**config.mk**
```make
export PLATFORM = sky130hd
export DESIGN_NAME = exe_stage
export DESIGN_NICKNAME = d
export VERILOG_FILES = /design/src/rtl/exe_stage.sv
export SDC_FILE = /design/constraint.sdc
export NUM_CORES = 1
export LEC_CHECK = 0
export BUFFER_PORTS_ARGS = -buffer_cell sky130_fd_sc_hd__buf_4
export CAP_MARGIN = 10
export CORE_MARGIN = 4
export CORE_UTILIZATION = 47
export DETAILED_ROUTE_END_ITERATION = 10
export PLACE_DENSITY = 0.7
export SETUP_SLACK_MARGIN = 0.4
export SLEW_MARGIN = 20
export SYNTH_ARGS = -nofsm -noshare
export SYNTH_HDL_FRONTEND = slang
export SYNTH_SLANG_ARGS = --single-unit
```
**constraint.sdc**
```tcl
create_clock -name clk -period 16.5 [get_ports clk]
set_input_delay 1.65 -clock clk [delete_from_list [all_inputs] [get_ports clk]]
set_output_delay 1.65 -clock clk [all_outputs]
set_load 0.03 [all_outputs]
```
**src/rtl/exe_stage.sv**
```systemverilog
// exe_stage -- execute stage of the 5-stage ARM pipeline.
//   Forwarding muxes select each operand from the ID value, the MEM result or the WB result.
//   The Val2 generator then forms the second operand for the ALU.
//   The stage also holds the ALU, the branch-target adder and the NZCV status register.
//   The EXE/MEM pipeline register closes the stage.
// Ports:
//   clk, rst                           clock, synchronous active-high reset
//   *_in                               ID/EXE register fields (controls, opcode, operands, shifter, dest, NZCV)
//   sel_src1/sel_src2, *_fwd_val       forwarding selects and forwarded values
//   branch_taken, branch_addr, status  combinational/architectural feedback to IF/ID
//   wb_en, mem_r_en, mem_w_en, alu_res, val_rm, dest   registered EXE/MEM outputs
module exe_stage #(
  parameter int DATA_W = 32,
  parameter int REG_AW = 4
) (
  input  logic              clk,
  input  logic              rst,
  input  logic              wb_en_in,
  input  logic              mem_r_en_in,
  input  logic              mem_w_en_in,
  input  logic              b_in,
  input  logic              s_in,
  input  logic [3:0]        exe_cmd_in,
  input  logic [DATA_W-1:0] pc_in,
  input  logic [DATA_W-1:0] val_rn_in,
  input  logic [DATA_W-1:0] val_rm_in,
  input  logic              imm_in,
  input  logic [11:0]       shift_operand_in,
  input  logic [23:0]       signed_imm_24_in,
  input  logic [REG_AW-1:0] dest_in,
  input  logic [3:0]        sr_in,
  input  logic [1:0]        sel_src1,
  input  logic [1:0]        sel_src2,
  input  logic [DATA_W-1:0] mem_fwd_val,
  input  logic [DATA_W-1:0] wb_fwd_val,
  output logic              branch_taken,
  output logic [DATA_W-1:0] branch_addr,
  output logic [3:0]        status,
  output logic              wb_en,
  output logic              mem_r_en,
  output logic              mem_w_en,
  output logic [DATA_W-1:0] alu_res,
  output logic [DATA_W-1:0] val_rm,
  output logic [REG_AW-1:0] dest
);

  logic [DATA_W-1:0]   w_op1, w_rm, w_val2, w_immv, w_shf, w_b, w_res;
  logic [2*DATA_W-1:0] w_imm_rr, w_rm_rr;
  logic [DATA_W:0]     w_sum;
  logic [4:0]          w_amt, w_rot;
  logic                w_ci, w_arith, w_n, w_z, w_c, w_v;

  logic [3:0]          r_status;
  logic                r_wb_en, r_mem_r_en, r_mem_w_en;
  logic [DATA_W-1:0]   r_alu_res, r_val_rm;
  logic [REG_AW-1:0]   r_dest;

  // Forwarding: code 11 is unused and falls back to the ID value.
  always_comb begin
    case (sel_src1)
      2'b01:   w_op1 = mem_fwd_val;
      2'b10:   w_op1 = wb_fwd_val;
      default: w_op1 = val_rn_in;
    endcase
    case (sel_src2)
      2'b01:   w_rm = mem_fwd_val;
      2'b10:   w_rm = wb_fwd_val;
      default: w_rm = val_rm_in;
    endcase
  end

  // Rotations are done by shifting a doubled word right and keeping the low half.
  assign w_rot    = {shift_operand_in[11:8], 1'b0};
  assign w_immv   = {{(DATA_W-8){1'b0}}, shift_operand_in[7:0]};
  assign w_imm_rr = {w_immv, w_immv} >> w_rot;
  assign w_amt    = shift_operand_in[11:7];
  assign w_rm_rr  = {w_rm, w_rm} >> w_amt;

  always_comb begin
    case (shift_operand_in[6:5])
      2'b00:   w_shf = w_rm << w_amt;
      2'b01:   w_shf = w_rm >> w_amt;
      2'b10:   w_shf = DATA_W'($signed(w_rm) >>> w_amt);
      default: w_shf = w_rm_rr[DATA_W-1:0];
    endcase
  end

  // Loads/stores use the raw 12-bit offset regardless of imm_in.
  always_comb begin
    if (mem_r_en_in || mem_w_en_in) w_val2 = {{(DATA_W-12){1'b0}}, shift_operand_in};
    else if (imm_in)                w_val2 = w_imm_rr[DATA_W-1:0];
    else                            w_val2 = w_shf;
  end

  // Subtraction is op1 + ~val2 + carry-in; the carry out then means "no borrow".
  always_comb begin
    w_b     = w_val2;
    w_ci    = 1'b0;
    w_arith = 1'b0;
    w_res   = '0;
    case (exe_cmd_in)
      4'b0010: begin w_arith = 1'b1; end
      4'b0011: begin w_arith = 1'b1; w_ci = sr_in[1]; end
      4'b0100: begin w_arith = 1'b1; w_b = ~w_val2; w_ci = 1'b1; end
      4'b0101: begin w_arith = 1'b1; w_b = ~w_val2; w_ci = sr_in[1]; end
      default: ;
    endcase
    w_sum = {1'b0, w_op1} + {1'b0, w_b} + {{DATA_W{1'b0}}, w_ci};
    case (exe_cmd_in)
      4'b0001: w_res = w_val2;
      4'b1001: w_res = ~w_val2;
      4'b0110: w_res = w_op1 & w_val2;
      4'b0111: w_res = w_op1 | w_val2;
      4'b1000: w_res = w_op1 ^ w_val2;
      4'b0010, 4'b0011, 4'b0100, 4'b0101: w_res = w_sum[DATA_W-1:0];
      default: w_res = '0;
    endcase
    w_n = w_res[DATA_W-1];
    w_z = (w_res == '0);
    w_c = w_arith ? w_sum[DATA_W] : sr_in[1];
    w_v = w_arith ? ((w_op1[DATA_W-1] == w_b[DATA_W-1]) && (w_res[DATA_W-1] != w_op1[DATA_W-1]))
                  : sr_in[0];
  end

  assign branch_taken = b_in;
  assign branch_addr  = pc_in + {{(DATA_W-26){signed_imm_24_in[23]}}, signed_imm_24_in, 2'b00};

  always_ff @(posedge clk) begin
    if (rst) begin
      r_status   <= '0;
      r_wb_en    <= 1'b0;
      r_mem_r_en <= 1'b0;
      r_mem_w_en <= 1'b0;
      r_alu_res  <= '0;
      r_val_rm   <= '0;
      r_dest     <= '0;
    end else begin
      if (s_in) r_status <= {w_n, w_z, w_c, w_v};
      r_wb_en    <= wb_en_in;
      r_mem_r_en <= mem_r_en_in;
      r_mem_w_en <= mem_w_en_in;
      r_alu_res  <= w_res;
      r_val_rm   <= w_rm;
      r_dest     <= dest_in;
    end
  end

  assign status   = r_status;
  assign wb_en    = r_wb_en;
  assign mem_r_en = r_mem_r_en;
  assign mem_w_en = r_mem_w_en;
  assign alu_res  = r_alu_res;
  assign val_rm   = r_val_rm;
  assign dest     = r_dest;

endmodule
```
==> key figures, run 1 <==
Yosys
  • Most frequent cell after synthesis: nor2_1
  • Ys flop type: dfxtp_1
  • Yosys Warn Count: 0
  • Syn avg cell area: 7.50 µm²
  • Post-Synthesis Cells: 2032
  • Mapped Area: 15200 µm²
  • Synth area leaders: mux4_2, ha_1, dfxtp_1
  • Commonest cells post-synth: nor2_1, nand2_1, o21ai_0, a21oi_1, ha_1
  • Cell taking the most area after synthesis: mux4_2
  • Async set-or-reset flop fraction in the synthesized netlist: 0%
  • Unique masters post-synth: 94
  • Synth top area share: 10.6%
  • Yosys reg bits: 75
  • Post-synth EDFFs: 0
  • Syn nets: 2383
  • Sequential fraction of the synthesis area: 9.85%

Final layout
  • Diodes inserted: 0
  • Area delta synth->final: 19.0%
  • Final Util: 57.0%
  • Fin nets: 2595
  • Final Non-Filler Cells: 2684
  • Share of cells above drive strength 1: 22.6%
  • Post-Layout Inst Area: 18100 µm²

Drt
  • DRT Pass-1 Iters: 9
  • Routed WL: 76900 µm
  • Met1 WL: 28700 µm
  • Drt drc: 0
  • DR WL/cell: 28.7 µm
  • Routed Antenna Nets: 0
  • Max Used Layer: met4
  • Drt initial violations: 3152
  • Vias per inst: 7.00
  • Via Count: 18800
  • Met2 WL: 32000 µm
  • Met3 WL post-DR: 11200 µm

Run status
  • Status: completed

Clocking
  • # resized after CTS: 0
  • Sink Count: 75
  • CTS Buf Count: 9
  • CTS tree: built
  • CTS clk-pin slew, worst paths: 0.07 ns
  • Clk Tree Root Cell: clkbuf_16
  • Post-CTS Hold Fix Bufs: 0
  • Longest Clk Path Bufs: 2
  • Post-CTS Setup Bufs: 0
  • Skew-Pair Late Insertion Delay: 0.36 ns
  • H-Tree Depth: 3

Power and ir drop
  • Clock network power share: 19.0%
  • Worst VDD drop: 0.0520 mV
  • Sw frac: 49.5%
  • Sequential power share: 16.2%
  • Int Power: 0.000630 W
  • PwrDens: 68.8 nW/µm²
  • P_sw: 0.000617 W
  • Combinational share of power: 64.7%
  • LEAKAGE: 7.89 nW

Setup path
  • WP data arrival: 10.18 ns
  • CP endpoint kind: flop
  • Crit path max fanout: 82
  • Worst path most repeated cell: buf_4
  • Crit path required time: 16.81 ns
  • Critical setup path kind: input pin to flop
  • Delay of the slowest cell on the worst path: 0.76 ns
  • CP Buf/Inv Count: 5
  • CP max-delay cell: buf_4
  • Crit path launch type: input pin
  • Top delay family on crit path: compound AO/OA/AOI/OAI gates

Timing
  • Setup Skew: 0 ns
  • FMAX: 101 MHz
  • Final setup vio count: 0
  • Setup TNS: 0 ns
  • Slew margin rel.: 18.3%
  • Fin. Hold Viols: 0
  • Unrepaired setup endpoints after global routing: false
  • Final Slew Violations: 0
  • Final worst-path cycle share: 59.8%
  • Hold slack: 0.499 ns
  • Worst-margin pin slew: 1.22 ns
  • Final min period: 9.87 ns

Floorplan
  • Core footprint: 31800 µm²
  • Die area: 35400 µm²
  • Placement Rows: 65
  • Die Height: 188 µm
  • Ports: 328
  • Initial Utilization: 47.9%
  • DIE WIDTH: 188 µm

Global routing
  • Grt ovf: 0
  • Largest net degree at the start of global routing: 83
  • Initial antenna violation count: 1
  • First-pass GRT wire length: 112000 µm
  • Vias in the first global route: 17700
  • Gr usage total: 41.4%

Placement
  • Detailed Place HPWL: 59500 µm
  • Post-Place Cells: 2668
  • Placement Cell Area: 17800 µm²
  • GP Congestion: 1.06
  • # port buffers: 319

Run
  • MaxCap Viol Count: 0

Hold path
  • Min-delay worst type: flop to flop
[final cells by class]
class	instances	area [µm²]
Clock inverter	6	96.3
Tap cell	435	544
Inverter	107	402
Fill cell	2997	13700
Multi-Input combinational cell	1689	12600
Clock buffer	10	239
Sequential cell	75	1500
Timing Repair Buffer	362	2720
[per-stage QoR]
stage | power (W) | setup slack, ns
floorplan | 0.000705 | 8.96
global placement | 0.000974 | 6.68
detailed placement | 0.000982 | 6.68
CTS | 0.00122 | 7.03
global route | 0.00130 | 6.48
finish | 0.00125 | 6.63
[routing by layer]
metal | global-route usage (%) | vias up
li1 | - | 8068
met1 | 53.5 | 8807
met2 | 60.6 | 1593
met3 | 14.0 | 310
met4 | 22.8 | 0
met5 | 0 | -
[placed cells by master, fill, tap and decap left out, types with 25 or more instances in the layout]
master,count
a211oi_1,29
a21oi_1,135
a22o_1,41
a22oi_1,57
buf_4,362
dfxtp_1,75
ha_1,128
inv_1,101
mux2i_1,71
mux4_2,72
nand2_1,192
nand3_1,34
nor2_1,195
nor2b_1,29
nor3_1,46
o211ai_1,25
o21ai_0,147
o22ai_1,39
xnor2_1,70
xor2_1,35
[worst min-delay path, delay by kind of cell (launching register included)]
kind               cells  cell delay (ns)
and+or+nand+nor        1             0.08
DFF                    1             0.31
AOI/OAI and AO/OA      1             0.05
[flip-flops by register name, indices dropped and copies added (netlist names)]
signal	cells
mem_w_en	1
dest	4
wb_en	1
val_rm	32
alu_res	32
status	4
mem_r_en	1
[final timing paths]
kind / startpoint / to / slack [ns] / cells past startpoint
hold reg to reg: status[0] / status[0] / 0.50 / 2
hold / removal: status[0] / status[0] / 0.50 / 2
setup / recovery: sel_src2[0] / status[2] / 6.63 / 27
setup reg to reg: status[2] / status[2] / 15.72 / 2
[kinds of logic (layout without fill, tap and decap cells)]
family	count (synthesis)	count (layout)	share of synthesized area [%]
flip-flops	75	75	9.85
AO/OA/AOI/OAI	701	701	31.7
adder cells (fa/ha/maj)	131	131	10.9
AND/OR/NAND/NOR	594	594	17.6
buffers and inverters	268	485	7.41
multiplexers	158	158	16.4
XOR/XNOR	105	105	6.04
[power by group through the flow]
stage	Clock, W	Combinational [W]	Sequential, W
after detailed placement	0	0.000776	0.000206
after floorplan	0	0.000467	0.000238
final	0.000237	0.000808	0.000202
after global routing	0.000244	0.000850	0.000204
after CTS	0.000237	0.000780	0.000202
after global placement	0	0.000768	0.000206
Note: power is estimated with default switching activity, not from simulation.
==> inputs of run 2 (changes only) <==
--- a/config.mk
+++ b/config.mk
@@ -5,6 +5,7 @@
 export SDC_FILE = /design/constraint.sdc
 export NUM_CORES = 1
 export LEC_CHECK = 0
+export ABC_AREA = 1
 export BUFFER_PORTS_ARGS = -buffer_cell sky130_fd_sc_hd__buf_4
 export CAP_MARGIN = 10
 export CORE_MARGIN = 4
==> constraint.sdc (replaced) <==
create_clock -name clk -period 9.5 [get_ports clk]
set_input_delay 0.95 -clock clk [delete_from_list [all_inputs] [get_ports clk]]
set_output_delay 0.95 -clock clk [all_outputs]
set_load 0.03 [all_outputs]
==> key figures, run 2 <==
Yosys
  • Most frequent cell after synthesis: nand2_1 (was nor2_1)
  • Sequential fraction of the synthesis area: 9.68% (was 9.85%)
  • Syn nets: 2983 (was 2383)
  • Synth area leaders: nand2_1, nand3_1, ha_1 (was mux4_2, ha_1, dfxtp_1)
  • Unique masters post-synth: 58 (was 94)
  • Yosys reg bits: 75 (unchanged)
  • Ys flop type: dfxtp_1 (unchanged)
  • Post-synth EDFFs: 0 (unchanged)
  • Mapped Area: 15500 µm² (was 15200 µm²)
  • Syn avg cell area: 5.89 µm² (was 7.50 µm²)
  • Commonest cells post-synth: nand2_1, nand3_1, inv_1, nor2_1, ha_1 (was nor2_1, nand2_1, o21ai_0, a21oi_1, ha_1)
  • Post-Synthesis Cells: 2632 (was 2032)
  • Synth top area share: 16.5% (was 10.6%)
  • Cell taking the most area after synthesis: nand2_1 (was mux4_2)
  • Async set-or-reset flop fraction in the synthesized netlist: 0% (unchanged)
  • Yosys Warn Count: 0 (unchanged)

Global routing
  • Grt ovf: 0 (unchanged)
  • Met3 usage: 5.28% (was 14.0%)
  • Gr usage total: 35.8% (was 41.4%)
  • Met1 Track Usage GR: 47.7% (was 53.5%)
  • First-pass GRT wire length: 102000 µm (was 112000 µm)
  • Initial antenna violation count: 4 (was 1)
  • Largest net degree at the start of global routing: 74 (was 83)
  • Vias in the first global route: 17900 (was 17700)
  • Grt peak-use layer: met2 (unchanged)
  • Grt met2 use: 56.6% (was 60.6%)

Clocking
  • CTS tree: built (unchanged)
  • Skew-Pair Late Insertion Delay: 0.35 ns (was 0.36 ns)
  • Longest Clk Path Bufs: 2 (unchanged)
  • H-Tree Depth: 3 (unchanged)
  • # resized after CTS: 0 (unchanged)
  • CTS clk-pin slew, worst paths: 0.06 ns (was 0.07 ns)
  • Clk Tree Root Cell: clkbuf_16 (unchanged)
  • Sink Count: 75 (unchanged)
  • Post-CTS Hold Fix Bufs: 0 (unchanged)
  • Post-CTS Setup Bufs: 0 (unchanged)
  • CTS Buf Count: 9 (unchanged)

Setup path
  • Critical setup path kind: input pin to flop (unchanged)
  • CP max-delay cell: nor2_1 (was buf_4)
  • CP endpoint kind: flop (unchanged)
  • Crit. Startpoint: shift_operand_in[10] (was sel_src2[0])
  • R2R Setup Slk: 8.84 ns (was 15.72 ns)
  • FF-to-FF End: status[3] (was status[2])
  • Worst path most repeated cell: nand2_1 (was buf_4)
  • Crit path required time: 9.78 ns (was 16.81 ns)
  • Crit path to: status[2] (unchanged)
  • Delay of the slowest cell on the worst path: 0.78 ns (was 0.76 ns)
  • Crit path max fanout: 73 (was 82)
  • WP data arrival: 7.26 ns (was 10.18 ns)
  • Worst r2r src: status[3] (was status[2])
  • Worst-case reg-to-reg path depth: 2 (unchanged)
  • Crit path launch type: input pin (unchanged)

Drt
  • Vias per inst: 5.87 (was 7.00)
  • Drt initial violations: 2056 (was 3152)
  • DRT Pass-1 Iters: 6 (was 9)
  • Drt drc: 0 (unchanged)
  • Routed Antenna Nets: 0 (unchanged)
  • Routed WL: 67300 µm (was 76900 µm)
  • DR WL/cell: 20.5 µm (was 28.7 µm)
  • Via Count: 19300 (was 18800)

Timing
  • Final worst-path cycle share: 73.5%
  • Worst-margin pin slew: 1.10 ns (was 1.22 ns)
  • Final setup vio count: 0 (unchanged)
  • Final worst setup slack: 2.52 ns (was 6.63 ns)
  • Setup TNS: 0 ns (unchanged)
  • Final min period: 6.98 ns
  • Final Slew Violations: 0 (unchanged)
  • FMAX: 143 MHz
  • Slew margin rel.: 26.6% (was 18.3%)
  • Fin. Hold Viols: 0 (unchanged)
  • Unrepaired setup endpoints after global routing: false (unchanged)
  • Setup Skew: 0 ns (unchanged)

Floorplan
  • Initial Utilization: 47.7% (was 47.9%)
  • Placement Rows: 66 (was 65)
  • Ports: 328 (unchanged)
  • DIE WIDTH: 190 µm (was 188 µm)
  • Die Height: 190 µm (was 188 µm)
  • Core footprint: 32500 µm² (was 31800 µm²)
  • Die area: 36000 µm² (was 35400 µm²)

Final layout
  • Share of cells above drive strength 1: 21.7% (was 22.6%)
  • Final Non-Filler Cells: 3286 (was 2684)
  • Most common cell after layout, fill and taps aside: nand2_1 (was buf_4)
  • Fin nets: 3186 (was 2595)
  • Post-Layout Inst Area: 18300 µm² (was 18100 µm²)
  • Commonest cells after routing, fill and taps aside: nand2_1, nand3_1, buf_4 (was buf_4, nor2_1, nand2_1)
  • Area delta synth->final: 17.8% (was 19.0%)

Placement
  • Detailed Place HPWL: 53700 µm (was 59500 µm)
  • Placement Cell Area: 17900 µm² (was 17800 µm²)
  • Pre-CTS setup slack: 2.51 ns (was 6.68 ns)
  • Post-Place Cells: 3266 (was 2668)
  • # port buffers: 319 (unchanged)
  • GP Congestion: 1.03 (was 1.06)

Run
  • MaxCap Viol Count: 0 (unchanged)

Hold path
  • HP Start: status[1] (was status[0])
  • Min-delay worst type: flop to flop (unchanged)

Power and ir drop
  • LEAKAGE: 9.68 nW (was 7.89 nW)
  • Worst VDD drop: 0.0893 mV (was 0.0520 mV)
  • PwrDens: 122 nW/µm² (was 68.8 nW/µm²)

Run status
  • Status: completed (unchanged)
run 2: metal layers:
metal  wire length [µm]  vias to the layer above
li1                   -                     9213
met1              28000                     8873
met2              29400                     1035
met3               6310                      152
met4               3570                        0
met5                  0                        -
run 2: logic make-up (layout without fill, tap and decap cells):
kind of cell	after synthesis	after routing	synth area share, %
adder cells (fa/ha/maj)	131	131	10.7
other	0	4	0
AO/OA/AOI/OAI	360	360	14.7
AND/OR/NAND/NOR	1626	1626	50.9
XOR/XNOR	63	63	3.56
buffers and inverters	375	583	10.3
multiplexers	2	2	0.129
flip-flops	75	75	9.68
run 2: layout make-up:
| class | instances | area [µm²] |
|---|---|---|
| Fill cell | 3464 | 14300 |
| Multi-Input combinational cell | 2182 | 12400 |
| Timing Repair Buffer | 336 | 2520 |
| Sequential cell | 75 | 1500 |
| Inverter | 231 | 870 |
| Tap cell | 442 | 553 |
| Clock buffer | 9 | 225 |
| Clock inverter | 7 | 146 |
| Antenna cell | 4 | 10.0 |
run 2: report_power, final:
part           internal [W]  leakage (nW)  switching [W]
combinational      0.000475          8.88       0.000956
sequential         0.000344         0.620     0.00000915
clock              0.000286         0.181       0.000161
run 2: worst min-delay path by stage:
| stage | end | slack [ns] | cells after the start |
|---|---|---|---|
| 4_1_cts | status[1] | 0.47 | 2 |
| 3_3_place_gp | status[0] | 0.45 | 2 |
| 6_report | status[1] | 0.47 | 2 |
| 3_5_place_dp | status[1] | 0.46 | 2 |
| 2_1_floorplan | status[0] | 0.59 | 2 |
| 5_1_grt | status[1] | 0.50 | 2 |
run 2: critical path, delay by kind of cell:
family | cells | cell delay (ns)
AOI/OAI and AO/OA | 3 | 0.47
xor gates and xnor gates | 1 | 0.19
adders and majority gates | 1 | 0.40
buffers and inverters | 3 | 1.18
and+or+nand+nor | 24 | 4.05
run 2: metrics by stage:
step	power (W)	util, %	hold WS (ns)
floorplan	0.00131	-	0.589
global placement	0.00174	54.9	0.454
detailed placement	0.00176	55.0	0.458
CTS	0.00221	56.1	0.467
global route	0.00237	56.1	0.498
finish	0.00223	56.1	0.466
